--- src/rtl/fp_add_seq_ctrl.sv ---
// Multi-cycle single-precision adder: one FSM steps a shared align/add/normalize/pack datapath.
// Define FP_ADD_RNE_EN to round to nearest-even in PACK; otherwise the result is truncated.

module count_leading_zeros #(
  parameter int W  = 24,
  parameter int CW = $clog2(W + 1)
) (
  input  logic [W-1:0]  value,
  output logic [CW-1:0] count
);
  // Ascending scan: the last hit is the most significant set bit.
  always_comb begin
    count = CW'(W);
    for (int i = 0; i < W; i++)
      if (value[i]) count = CW'(W - 1 - i);
  end
endmodule

module fp_add_seq_ctrl #(
  parameter int EXP_W    = 8,
  parameter int MAN_W    = 23,
  parameter int DIFF_SAT = 26
) (
  input  logic                     clk,
  input  logic                     rst,
  input  logic                     in_valid,
  output logic                     in_ready,
  input  logic [EXP_W+MAN_W:0]     a,
  input  logic [EXP_W+MAN_W:0]     b,
  output logic                     out_valid,
  input  logic                     out_ready,
  output logic [EXP_W+MAN_W:0]     result,
  output logic                     overflow,
  output logic                     busy
);
  localparam int FW = EXP_W + MAN_W + 1;
  localparam int MW = MAN_W + 1;       // mantissa with hidden bit
  localparam int VW = MAN_W + 4;       // {mant, G, R, S}
  localparam int EW = EXP_W + 2;       // signed exponent with headroom
  localparam int LW = $clog2(MW + 1);
  localparam logic signed [EW-1:0] EXP_INF = EW'((1 << EXP_W) - 1);

  typedef enum logic [2:0] {IDLE, ALIGN, ADD, NORM, PACK, DONE} state_t;
  state_t state, state_n;

  logic [FW-1:0]           op_a, op_b;
  logic                    sign_l, eff_sub, zero_r;
  logic [EXP_W-1:0]        exp_l;
  logic [VW-1:0]           vec_l, vec_s, norm;
  logic [VW:0]             sum;
  logic signed [EW-1:0]    exp_n;
  logic [FW-1:0]           result_r;
  logic                    ovf_r;

  // FSM
  always_ff @(posedge clk) begin
    if (rst) state <= IDLE;
    else     state <= state_n;
  end

  always_comb begin
    state_n   = state;
    in_ready  = 1'b0;
    out_valid = 1'b0;
    busy      = (state != IDLE);
    case (state)
      IDLE: begin
        in_ready = 1'b1;
        if (in_valid) state_n = ALIGN;
      end
      ALIGN: state_n = ADD;
      ADD:   state_n = NORM;
      NORM:  state_n = PACK;
      PACK:  state_n = DONE;
      DONE: begin
        out_valid = 1'b1;
        if (out_ready) state_n = IDLE;
      end
      default: state_n = IDLE;
    endcase
  end

  // ALIGN: unpack with denormal flush, order by magnitude, shift smaller into GRS
  logic [EXP_W-1:0] ea, eb, el_c, es_c, diff;
  logic [MW-1:0]    ma, mb, ml_c, ms_c;
  logic             a_big, sl_c, ss_c, lost;
  logic [VW-1:0]    ms_vec, shv, vs_c;

  always_comb begin
    ea     = op_a[FW-2 -: EXP_W];
    eb     = op_b[FW-2 -: EXP_W];
    ma     = (ea == '0) ? '0 : {1'b1, op_a[MAN_W-1:0]};
    mb     = (eb == '0) ? '0 : {1'b1, op_b[MAN_W-1:0]};
    a_big  = {ea, ma} >= {eb, mb};
    el_c   = a_big ? ea : eb;
    es_c   = a_big ? eb : ea;
    ml_c   = a_big ? ma : mb;
    ms_c   = a_big ? mb : ma;
    sl_c   = a_big ? op_a[FW-1] : op_b[FW-1];
    ss_c   = a_big ? op_b[FW-1] : op_a[FW-1];
    diff   = el_c - es_c;
    ms_vec = {ms_c, 3'b000};
    shv    = '0;
    lost   = 1'b0;
    if (diff >= EXP_W'(DIFF_SAT)) begin
      vs_c = {{(VW-1){1'b0}}, |ms_c};
    end else begin
      shv  = ms_vec >> diff;
      lost = |(ms_vec & ((VW'(1) << diff) - VW'(1)));
      vs_c = {shv[VW-1:1], shv[0] | lost};
    end
  end

  // NORM: single leading-zero counter on the integer part of the sum
  logic [LW-1:0]        lz;
  logic [VW-1:0]        norm_c;
  logic signed [EW-1:0] exp_c;

  count_leading_zeros #(.W(MW)) u_clz (.value(sum[VW-1:3]), .count(lz));

  always_comb begin
    if (sum[VW]) begin
      norm_c = {sum[VW:2], sum[1] | sum[0]};
      exp_c  = signed'(EW'(exp_l)) + EW'(1);
    end else begin
      norm_c = sum[VW-1:0] << lz;
      exp_c  = signed'(EW'(exp_l)) - signed'(EW'(lz));
    end
  end

  // PACK
  logic [MAN_W-1:0]     frac_p;
  logic signed [EW-1:0] exp_p;
  logic [FW-1:0]        res_c;
  logic                 ovf_c;

`ifdef FP_ADD_RNE_EN
  logic inc, carry;
  always_comb begin
    inc             = norm[2] & (norm[1] | norm[0] | norm[3]);
    {carry, frac_p} = {1'b0, norm[VW-2:3]} + (MAN_W+1)'(inc);
    exp_p           = exp_n + signed'(EW'(carry));
  end
`else
  logic unused_grs;
  assign unused_grs = ^norm[2:0];
  always_comb begin
    frac_p = norm[VW-2:3];
    exp_p  = exp_n;
  end
`endif

  always_comb begin
    ovf_c = 1'b0;
    if (zero_r)                            res_c = '0;
    else if (exp_p >= EXP_INF) begin
      res_c = {sign_l, {EXP_W{1'b1}}, {MAN_W{1'b0}}};
      ovf_c = 1'b1;
    end
    else if (exp_p[EW-1] || exp_p == '0)   res_c = {sign_l, {(FW-1){1'b0}}};
    else                                   res_c = {sign_l, exp_p[EXP_W-1:0], frac_p};
  end

  // Datapath registers, each loaded only in its own state
  always_ff @(posedge clk) begin
    case (state)
      IDLE: if (in_valid) begin
        op_a <= a;
        op_b <= b;
      end
      ALIGN: begin
        sign_l  <= sl_c;
        eff_sub <= sl_c ^ ss_c;
        exp_l   <= el_c;
        vec_l   <= {ml_c, 3'b000};
        vec_s   <= vs_c;
      end
      ADD: sum <= eff_sub ? ({1'b0, vec_l} - {1'b0, vec_s})
                          : ({1'b0, vec_l} + {1'b0, vec_s});
      NORM: begin
        norm   <= norm_c;
        exp_n  <= exp_c;
        zero_r <= (sum == '0);
      end
      default: ;
    endcase
  end

  always_ff @(posedge clk) begin
    if (rst) begin
      result_r <= '0;
      ovf_r    <= 1'b0;
    end else if (state == PACK) begin
      result_r <= res_c;
      ovf_r    <= ovf_c;
    end
  end

  assign result   = result_r;
  assign overflow = ovf_r;
endmodule

--- config.mk ---
export PLATFORM = sky130hd
export DESIGN_NAME = fp_add_seq_ctrl
export DESIGN_NICKNAME = d
export VERILOG_FILES = /design/src/rtl/fp_add_seq_ctrl.sv
export SDC_FILE = /design/constraint.sdc
export NUM_CORES = 1
export LEC_CHECK = 0
export BUFFER_PORTS_ARGS = -buffer_cell sky130_fd_sc_hd__buf_2
export CORE_ASPECT_RATIO = 0.9
export CORE_MARGIN = 1
export CORE_UTILIZATION = 45
export DETAILED_ROUTE_END_ITERATION = 7
export REMOVE_ABC_BUFFERS = 1
export SKIP_LAST_GASP = 1
export SYNTH_ARGS = -nofsm -noshare
export SYNTH_HDL_FRONTEND = slang
export SYNTH_HIERARCHICAL = 1
export SYNTH_SLANG_ARGS = --single-unit
--- constraint.sdc ---
create_clock -name clk -period 13.5 [get_ports clk]
set_clock_uncertainty 0.1 [all_clocks]
set_input_delay 2.025 -clock clk [delete_from_list [all_inputs] [get_ports clk]]
set_output_delay 2.025 -clock clk [all_outputs]
set_load 0.1 [all_outputs]
==> results of run 1 <==
## cells in the final DEF (no fill, tap or decap), types with 23 or more instances in the layout
master     count
edfxtp_1     187
clkbuf_16     29
xnor2_1       28
mux2i_1       54
nor4_1        23
nor2_1       177
o21ai_0      137
nand3_1       27
nand2_1      199
a21oi_1      102
a22oi_1       28
inv_1         83
nor3_1        41
dfxtp_1       36
ha_1          88
a211oi_1      35
buf_2        103
## cell type report
class,count,area (µm²)
Multi-Input combinational cell,1249,8140
Sequential cell,223,6340
Fill cell,3101,16200
Timing Repair Buffer,124,673
Clock inverter,13,105
Inverter,85,319
Clock buffer,34,744
Tap cell,422,528
## state kept, by name, indices dropped and copies added (netlist names), 3 cells and up
register,cells
norm,23
sum,28
exp_l,8
op_a,32
op_b,32
exp_n,10
result,32
state,3
vec_l,24
vec_s,27
## routing by layer
layer,GRT usage [%],up-vias,share of wire (%)
li1,-,6198,-
met1,30.0,5739,46
met2,36.5,367,46
met3,2.63,73,4.4
met4,7.19,0,3.1
met5,0,-,0
## power by group through the flow
stage,clock network [µW],logic [µW],registers (µW)
finish,694,935,886
global route,737,1030,893
CTS,717,924,886
detailed placement,0,920,900
global placement,0,919,899
floorplan,0,666,895
## cell families (layout without fill, tap and decap cells)
family	count (synthesis)	count (layout)	share of synthesized area [%]
xor+xnor	40	40	2.32
fa+ha+maj	90	90	7.55
buf+inv	176	256	4.56
compound gates	471	471	20.3
flops	223	223	41.9
simple gates	571	571	17.1
mux	77	77	6.26
## how the worst min path moves through the flow
stage | end | cells past startpoint | start
2_1_floorplan | result[0]$_SDFFE_PP0N_ | 2 | norm[3]$_DFFE_PN_
4_1_cts | result[25]$_SDFFE_PP0N_ | 2 | result[25]$_SDFFE_PP0N_
5_1_grt | result[24]$_SDFFE_PP0N_ | 2 | result[24]$_SDFFE_PP0N_
6_report | result[27]$_SDFFE_PP0N_ | 2 | result[27]$_SDFFE_PP0N_
3_5_place_dp | result[25]$_SDFFE_PP0N_ | 2 | result[25]$_SDFFE_PP0N_
3_3_place_gp | result[23]$_SDFFE_PP0N_ | 2 | result[23]$_SDFFE_PP0N_
## per-stage QoR
step / setup WS (ns) / std cells / hold WS (ns)
2_1_floorplan: 6.05 / 1557 / 0.359
3_3_place_gp: 6.27 / 2103 / 0.337
3_5_place_dp: 6.12 / 2103 / 0.342
4_1_cts: 6.09 / 2150 / 0.350
5_1_grt: 5.52 / 2150 / 0.374
6_report: 6.03 / 2150 / 0.346
## critical path: cells and delay by family (launching register included)
| family | cells | cell delay (ns) |
|---|---|---|
| and+or+nand+nor | 8 | 2.77 |
| AOI/OAI and AO/OA | 12 | 3.34 |
| adders and majority gates | 2 | 0.52 |
| DFF | 1 | 0.44 |
==> results.toml, run 1 <==
[floorplan]
fp.coreArea_um2 = 33000
io_pins = 104
fp.dieArea_um2 = 34300
initial_core_util_pct = 45.8
die_y_um = 176
num_rows = 63
die_x_um = 195

[logic_synthesis]
netlist.area_leader.share_pct = 37.2
netlist_area_um2 = 15100
synth_top_cell_by_area = "edfxtp_1"
synth_common_cells = "nand2_1 (199), edfxtp_1 (187), nor2_1 (178)"
syn_area_per_cell_um2 = 9.17
async_reset_ff_share_pct = 0
ys_seq_area_share_pct = 41.9
yosysMostFrequentCell = "nand2_1"
synth_edf_count = 187
ys_types = 91
synth_area_leaders = "edfxtp_1 (37%), ha_1 (7.3%), nand2_1 (4.9%), dfxtp_1 (4.8%), o21ai_0 (4.5%)"
ys_ff_latch = 223
synthCells = 1648
ys.warnings.count = 6
synth_flop_cell = "edfxtp_1"

[route]
drt_wl_total_um = 38500
antenna_left = 0
first_iter_violations = 1002
avgViaCountPerCell = 5.76
via_count = 12400
wl_per_cell_um = 17.9
drt_pre_antenna_iters = 6
drc_errors = 0

[clock_network]
clockBufferDepth = 3
numCtsBuffers = 26
path_clk_slew_ns = 0.06
cts_tree = "yes"
ctsResizeCount = 0
cts_hold_buf = 0
post-cts-setup-buffer-count = 0
cts_num_sinks = 223
clock_latency_ns = 0.56
root_buffer = "clkbuf_16"
cts_max_level = 1

[layout]
finalCoreUtilization_pct = 51.0
nNetsFinal = 1867
layout-drive-gt1-share_pct = 12.3
antennaDiodeCount = 0
syn2layout_area_growth_pct = 11.5
fin_area_um2 = 16800

[worst_setup_path]
cp_slowest_stage_delay_ns = 0.60
r2r_start = "op_a[26]$_DFFE_PP_"
critPathArrivalTime_ns = 7.65
end_kind = "flop"
cp_slowest_cell = "nand2_1"
worst_r2r_path_depth = 22
path_max_fanout = 31
rrSetupSlack_ns = 6.03
worstSetupStartpoint = "op_a[26]$_DFFE_PP_"
start_kind = "flop"
reg2reg_to = "vec_s[0]$_DFFE_PP_"
worstPathRequired_ns = 13.69
crit_chain = "nor4_1, nand2_1, and2_1, ha_1, a211oi_1, o21ai_1, a2111o_1, o31a_1, a31o_4, nor2_1, nor2_1, ha_1, a311o_1, a211oi_4, o21ai_0, nor4_1, o211a_2, nand2_1, o22ai_1, a21oi_1, nor3b_1, a32oi_1"
crit_type = "reg -> reg"
endpoint = "vec_s[0]$_DFFE_PP_"

[place]
placed_cell_area_um2 = 16000
gp_congestion = 0.908
numPortBuffers = 103
dp_hpwl_um = 28700

[sta]
finalCriticalPeriod_ns = 7.47
tightest_slew_ns = 1.01
hold_viol = 0
fin_setup_tns_ns = 0
rsz0062_at_grt = "no"
relSlewSlack_pct = 31.7
period_share_pct = 55.3
max_freq_ghz = 0.134
finalSetupViolations = 0
drv_slew = 0

[power_and_ir_drop]
power.total_uw = 2510
seq_power_share_pct = 35.2
sw_frac_of_total_pct = 37.3
comb_power_share_pct = 37.2
p_leak_uw = 0.00668
ir_drop_v = 0.000117
p_int_uw = 1580
clkPwrFrac_pct = 27.6
switchingPower_uw = 939
p_per_area_nw_per_um2 = 149

[grt]
grt_pass1_wl_um = 60900
track_usage_pct = 22.0
grt_pass1_vias = 11500
antenna_found_initial = 0
grt_max_degree = 65
gr-total-overflow = 0

[min_path]
hold_class = "reg -> reg"

[run]
maxCapViolCount = 0

[status]
status = "finished clean"
(Power assumes the default switching activity.)
==> inputs of run 2 (changes only) <==
clock period = 7 ns   (was 13.5 ns; I/O delays follow)
==> run 2 against run 1 <==
Compared with the run above: combinational power rose by 94%; first-iteration DRC count fell by 14%; final cell count rose by 0.42%; clock power rose by 96%; sequential cell count did not move; setup slack got worse by 5.5 ns; critical path depth rose by 1; power rose by 94%; wire length rose by 0.97%; sequential power rose by 93%; cell area rose by 0.50%; register-to-register slack got worse by 5.5 ns; critical path type unchanged; critical endpoint unchanged; largest cell class unchanged; highest routed layer unchanged.
==> results.toml, run 2 (same netlist as run 1, synthesis figures left out) <==
[worst_setup_path]
path_max_fanout = 26
crit_type = "reg -> reg"
worst_r2r_path_depth = 23
end_kind = "flop"
cp_slowest_stage_delay_ns = 0.47
crit_chain = "nor4_1, nand2_1, buf_4, and2_1, ha_1, a211oi_1, o21ai_1, a2111o_1, o31a_1, a31o_4, nor2_1, nor2_1, ha_1, a311o_1, a211oi_4, o21ai_0, nor4_1, o211a_2, nand2_1, nor3_1, a31oi_1, o32ai_1, a32oi_1"
start_kind = "flop"
rrSetupSlack_ns = 0.51
r2r_start = "op_a[27]$_DFFE_PP_"
worstPathRequired_ns = 7.18
cp_slowest_cell = "o211a_2"
reg2reg_to = "vec_s[0]$_DFFE_PP_"
critPathArrivalTime_ns = 6.67

[grt]
grt_max_degree = 65
grt_pass1_wl_um = 62500
antenna_found_initial = 0
gr-total-overflow = 0
track_usage_pct = 22.6
grt_pass1_vias = 11700

[clock_network]
cts_num_sinks = 223
ctsResizeCount = 0
numCtsBuffers = 26
cts_max_level = 1
cts_tree = "yes"
clock_latency_ns = 0.55
root_buffer = "clkbuf_16"
clockBufferDepth = 3
path_clk_slew_ns = 0.06
cts_hold_buf = 0
post-cts-setup-buffer-count = 0

[sta]
finalSetupViolations = 0
setup_ws_ns = 0.506
tightest_slew_ns = 0.984
whs_ns = 0.349
drv_slew = 0
rsz0062_at_grt = "no"
relSlewSlack_pct = 33.8
period_share_pct = 92.8
max_freq_ghz = 0.154
hold_viol = 0
finalCriticalPeriod_ns = 6.49

[floorplan]
fp.dieArea_um2 = 34300
io_pins = 104
die_x_um = 195
fp.coreArea_um2 = 33000
num_rows = 63
die_y_um = 176
initial_core_util_pct = 45.8

[route]
first_iter_violations = 857
drt_pre_antenna_iters = 5
antenna_left = 0
wl_per_cell_um = 18.0
via_count = 12500
drc_errors = 0
drt_wl_total_um = 38900
avgViaCountPerCell = 5.79

[layout]
most-common-layout-cells = "nand2_1 (199), edfxtp_1 (187), nor2_1 (177)"
fin_area_um2 = 16900
syn2layout_area_growth_pct = 12.0
antennaDiodeCount = 0
nFillCells = 3097
nNetsFinal = 1875
layout_commonest_cell = "nand2_1"
layout-drive-gt1-share_pct = 12.8

[min_path]
holdCritStartpoint = "result[29]$_SDFFE_PP0N_"
hold_path_depth = 2
hold_class = "reg -> reg"
hold_end = "result[29]$_SDFFE_PP0N_"

[power_and_ir_drop]
p_per_area_nw_per_um2 = 289
power.total_uw = 4890
p_leak_uw = 0.00673
ir_drop_v = 0.000199

[place]
gp_congestion = 0.897
placed_cell_area_um2 = 16100
numPortBuffers = 103
dp_slack_ns = 0.569
dp_hpwl_um = 29300

[status]
status = "finished clean"

[run]
maxCapViolCount = 0
## run 2: cell count changes in the layout (fill, tap and decap cells not counted)
| cell | delta |
|---|---|
| buf_4 | +8 |
| bufinv_16 | +1 |
| clkbuf_1 | +1 |
| clkbuf_16 | -2 |
| clkbuf_8 | +3 |
| clkinv_1 | -3 |
| clkinv_2 | -1 |
| clkinv_4 | +1 |
| clkinvlp_4 | -1 |
| inv_4 | +1 |
| inv_6 | +1 |
## run 2: how the worst max path moves through the flow
stage / from / endpoint / slack, ns
after floorplan: op_a[26]$_DFFE_PP_ / vec_s[0]$_DFFE_PP_ / -0.45
after global placement: op_a[27]$_DFFE_PP_ / vec_s[0]$_DFFE_PP_ / 0.70
after detailed placement: op_a[27]$_DFFE_PP_ / vec_s[0]$_DFFE_PP_ / 0.57
after CTS: op_a[27]$_DFFE_PP_ / vec_s[0]$_DFFE_PP_ / 0.54
after global routing: op_a[27]$_DFFE_PP_ / vec_s[0]$_DFFE_PP_ / 0.09
final: op_a[27]$_DFFE_PP_ / vec_s[0]$_DFFE_PP_ / 0.51
## run 2: power breakdown
group | leakage [µW] | internal (µW) | switching [µW]
clock | 0.000428 | 817 | 545
combinational | 0.00427 | 652 | 1160
sequential | 0.00203 | 1610 | 98.5
total | 0.00673 | 3080 | 1800
## run 2: metrics by stage
stage / setup TNS, ns / util [%] / cells
after floorplan: -2.03 / - / 1557
after global placement: 0 / 48.6 / 2111
after detailed placement: 0 / 48.6 / 2111
after CTS: 0 / 51.3 / 2159
after global routing: 0 / 51.3 / 2159
final: 0 / 51.3 / 2159
## run 2: routing by layer
layer / global-route usage [%] / wire, µm / vias to the layer above
li1: - / - / 6208
met2: 36.8 / 18000 / 360
met1: 31.2 / 18000 / 5873
met5: 0 / 0 / -
met3: 2.80 / 1940 / 64
met4: 7.05 / 1040 / 0
## run 2: final cells by class
| type | count | area, µm² | share of cell area, % |
|---|---|---|---|
| Tap cell | 422 | 528 | 3.12 |
| Clock buffer | 36 | 739 | 4.37 |
| Sequential cell | 223 | 6340 | 37.4 |
| Timing Repair Buffer | 132 | 733 | 4.33 |
| Clock inverter | 12 | 135 | 0.798 |
| Multi-Input combinational cell | 1249 | 8140 | 48.1 |
| Inverter | 85 | 319 | 1.88 |
## run 2: critical path, delay by kind of cell (launching register included)
kind                     cells  cell delay (ns)
buffers and inverters        1             0.23
adder cells (fa/ha/maj)      2             0.51
AND/OR/NAND/NOR              8             1.74
flip-flops                   1             0.44
AO/OA/AOI/OAI               12             3.18
==> inputs of run 3 (changes only) <==
CAP_MARGIN = 40   (was not set)
CORE_UTILIZATION = 40   (was 45)
==> run 3 against run 2 <==
Compared with the run above: the flow now finishes with violations (DRC); sequential power barely moved; count of clock-buffer cells in the layout decreased by 3; critical path type unchanged; cell area up 0.47%; clock power is 6% lower; worst hold slack improved by 0.0030 ns; critical endpoint unchanged.
==> results.toml, run 3 (same netlist as run 1, synthesis figures left out) <==
[floorplan]
fp.dieArea_um2 = 38600
num_rows = 67
fp.coreArea_um2 = 37200
die_y_um = 186
die_x_um = 207
initial_core_util_pct = 40.6
io_pins = 104

[layout]
multi_input_area_um2 = 8140
layout_commonest_cell = "nand2_1"
nNetsFinal = 1882
antennaDiodeCount = 0
most-common-layout-cells = "nand2_1 (198), edfxtp_1 (187), nor2_1 (178)"
layout-drive-gt1-share_pct = 13.3
nFillCells = 3617
final_cells = 2227
syn2layout_area_growth_pct = 12.6
seqCellArea_um2 = 6340

[power_and_ir_drop]
seq_power_share_pct = 35.4
p_leak_uw = 0.00674
comb_power_share_pct = 38.0
switchingPower_uw = 1810
p_int_uw = 3020
sw_frac_of_total_pct = 37.4
clkPwrFrac_pct = 26.6
ir_drop_v = 0.000198
p_per_area_nw_per_um2 = 284

[route]
drt_pre_antenna_iters = 8
drt_wl_total_um = 38700
via_count = 12300
wl_per_cell_um = 17.4
avgViaCountPerCell = 5.55
first_iter_violations = 808
antenna_left = 0
drc_errors = 3

[grt]
antenna_found_initial = 0
grt_pass1_vias = 11800
grt_use_met2_pct = 33.2
gr-total-overflow = 0
grt_util_met3_pct = 2.38
track_usage_pct = 20.0
use_met1_pct = 27.3
grt_max_degree = 65
grt-busiest-layer = "met2"
grt_pass1_wl_um = 62000

[worst_setup_path]
cp_slowest_stage_delay_ns = 0.49
path_max_fanout = 16
end_kind = "flop"
cp_slowest_cell = "o211a_2"
start_kind = "flop"
crit_chain = "nor4_2, nand2_2, and2_1, ha_1, a211oi_1, o21ai_1, a2111o_1, o31a_1, a31o_4, nor2_1, nor2_1, ha_1, a311o_1, a211oi_4, o21ai_0, nor4_1, o211a_2, nand2_1, nor3_1, a31oi_1, o32ai_1, a32oi_1"
worstPathRequired_ns = 7.18
crit_type = "reg -> reg"
critPathArrivalTime_ns = 6.77
critPathBufInv = 0
path_delay_family = "compound AO/OA/AOI/OAI gates"

[place]
numPortBuffers = 103
gp_congestion = 0.921
dp_hpwl_um = 29500
place_inst = 2178

[clock_network]
clock_latency_ns = 0.55
path_clk_slew_ns = 0.06
cts_hold_buf = 0
cts_max_level = 1
numCtsBuffers = 27
root_buffer = "clkbuf_16"
cts_tree = "yes"
clockBufferDepth = 3
cts_num_sinks = 223

[sta]
drv_slew = 0
rsz0062_at_grt = "no"
relSlewSlack_pct = 44.0
whs_ns = 0.352
finalSetupViolations = 0
tightest_slew_ns = 0.840
max_freq_ghz = 0.152
period_share_pct = 94.1
finalCriticalPeriod_ns = 6.59
hold_viol = 0

[status]
status = "finished, violations left"
violations = "DRC"

[run]
maxCapViolCount = 0

[min_path]
hold_class = "reg -> reg"
[run 3: changes by cell type in the layout (fill, tap and decap cells not counted), sizes merged]
cell	before	now
buf	132	138
bufinv	2	0
clkbuf	36	33
clkinv	7	12
clkinvlp	1	2
[run 3: worst register-to-register path: cells and delay by family (launching register included)]
family,cells,cell delay (ns)
AOI/OAI and AO/OA,12,3.13
adders and majority gates,2,0.50
DFF,1,0.45
and+or+nand+nor,8,2.15
[run 3: routing by layer]
layer	part of all wire, %	up-vias
met5	0	-
met4	2.8	0
met3	4.3	56
met2	47	302
met1	46	5773
li1	-	6218
[run 3: cell type report]
| type | instances | area share, % |
|---|---|---|
| Tap cell | 483 | 3.55 |
| Multi-Input combinational cell | 1249 | 47.9 |
| Sequential cell | 223 | 37.3 |
| Inverter | 85 | 1.88 |
| Clock buffer | 33 | 4.28 |
| Clock inverter | 16 | 0.581 |
| Timing Repair Buffer | 138 | 4.58 |
[run 3: power by group through the flow]
| stage | Sequential (µW) | Clock (µW) | Combinational [µW] |
|---|---|---|---|
| after floorplan | 1730 | 0 | 1290 |
| after global placement | 1730 | 0 | 1810 |
| after detailed placement | 1730 | 0 | 1820 |
| after CTS | 1710 | 1330 | 1820 |
| after global routing | 1720 | 1370 | 2030 |
| final | 1710 | 1280 | 1840 |
[run 3: path summary, 6_finish.rpt]
check,to,cells past startpoint,slack [ns],startpoint
worst max-delay path,vec_s[0]$_DFFE_PP_,22,0.41,op_a[27]$_DFFE_PP_
worst min-delay path,result[24]$_SDFFE_PP0N_,2,0.35,result[24]$_SDFFE_PP0N_
worst max register to register,vec_s[0]$_DFFE_PP_,22,0.41,op_a[27]$_DFFE_PP_
worst min register to register,result[24]$_SDFFE_PP0N_,2,0.35,result[24]$_SDFFE_PP0N_
[run 3: what timing repair did]
action / CTS / global route
endpoints found under the setup margin: 0 / 7
buffers inserted: 0 / 0
gates resized for setup: 0 / 2
[run 3: per-stage QoR]
| step | instance area (µm²) | utilization, % | total power [µW] | TNS, ns | worst slack [ns] |
|---|---|---|---|---|---|
| finish | 17000 | 45.7 | 4820 | 0 | 0.412 |
| global route | 17000 | 45.7 | 5110 | 0 | 0.0285 |
| CTS | 17000 | 45.7 | 4850 | 0 | 0.144 |
| detailed placement | 16200 | 43.5 | 3550 | 0 | 0.190 |
| global placement | 16200 | 43.5 | 3540 | 0 | 0.474 |
| floorplan | 14700 | - | 3010 | -2.03 | -0.452 |
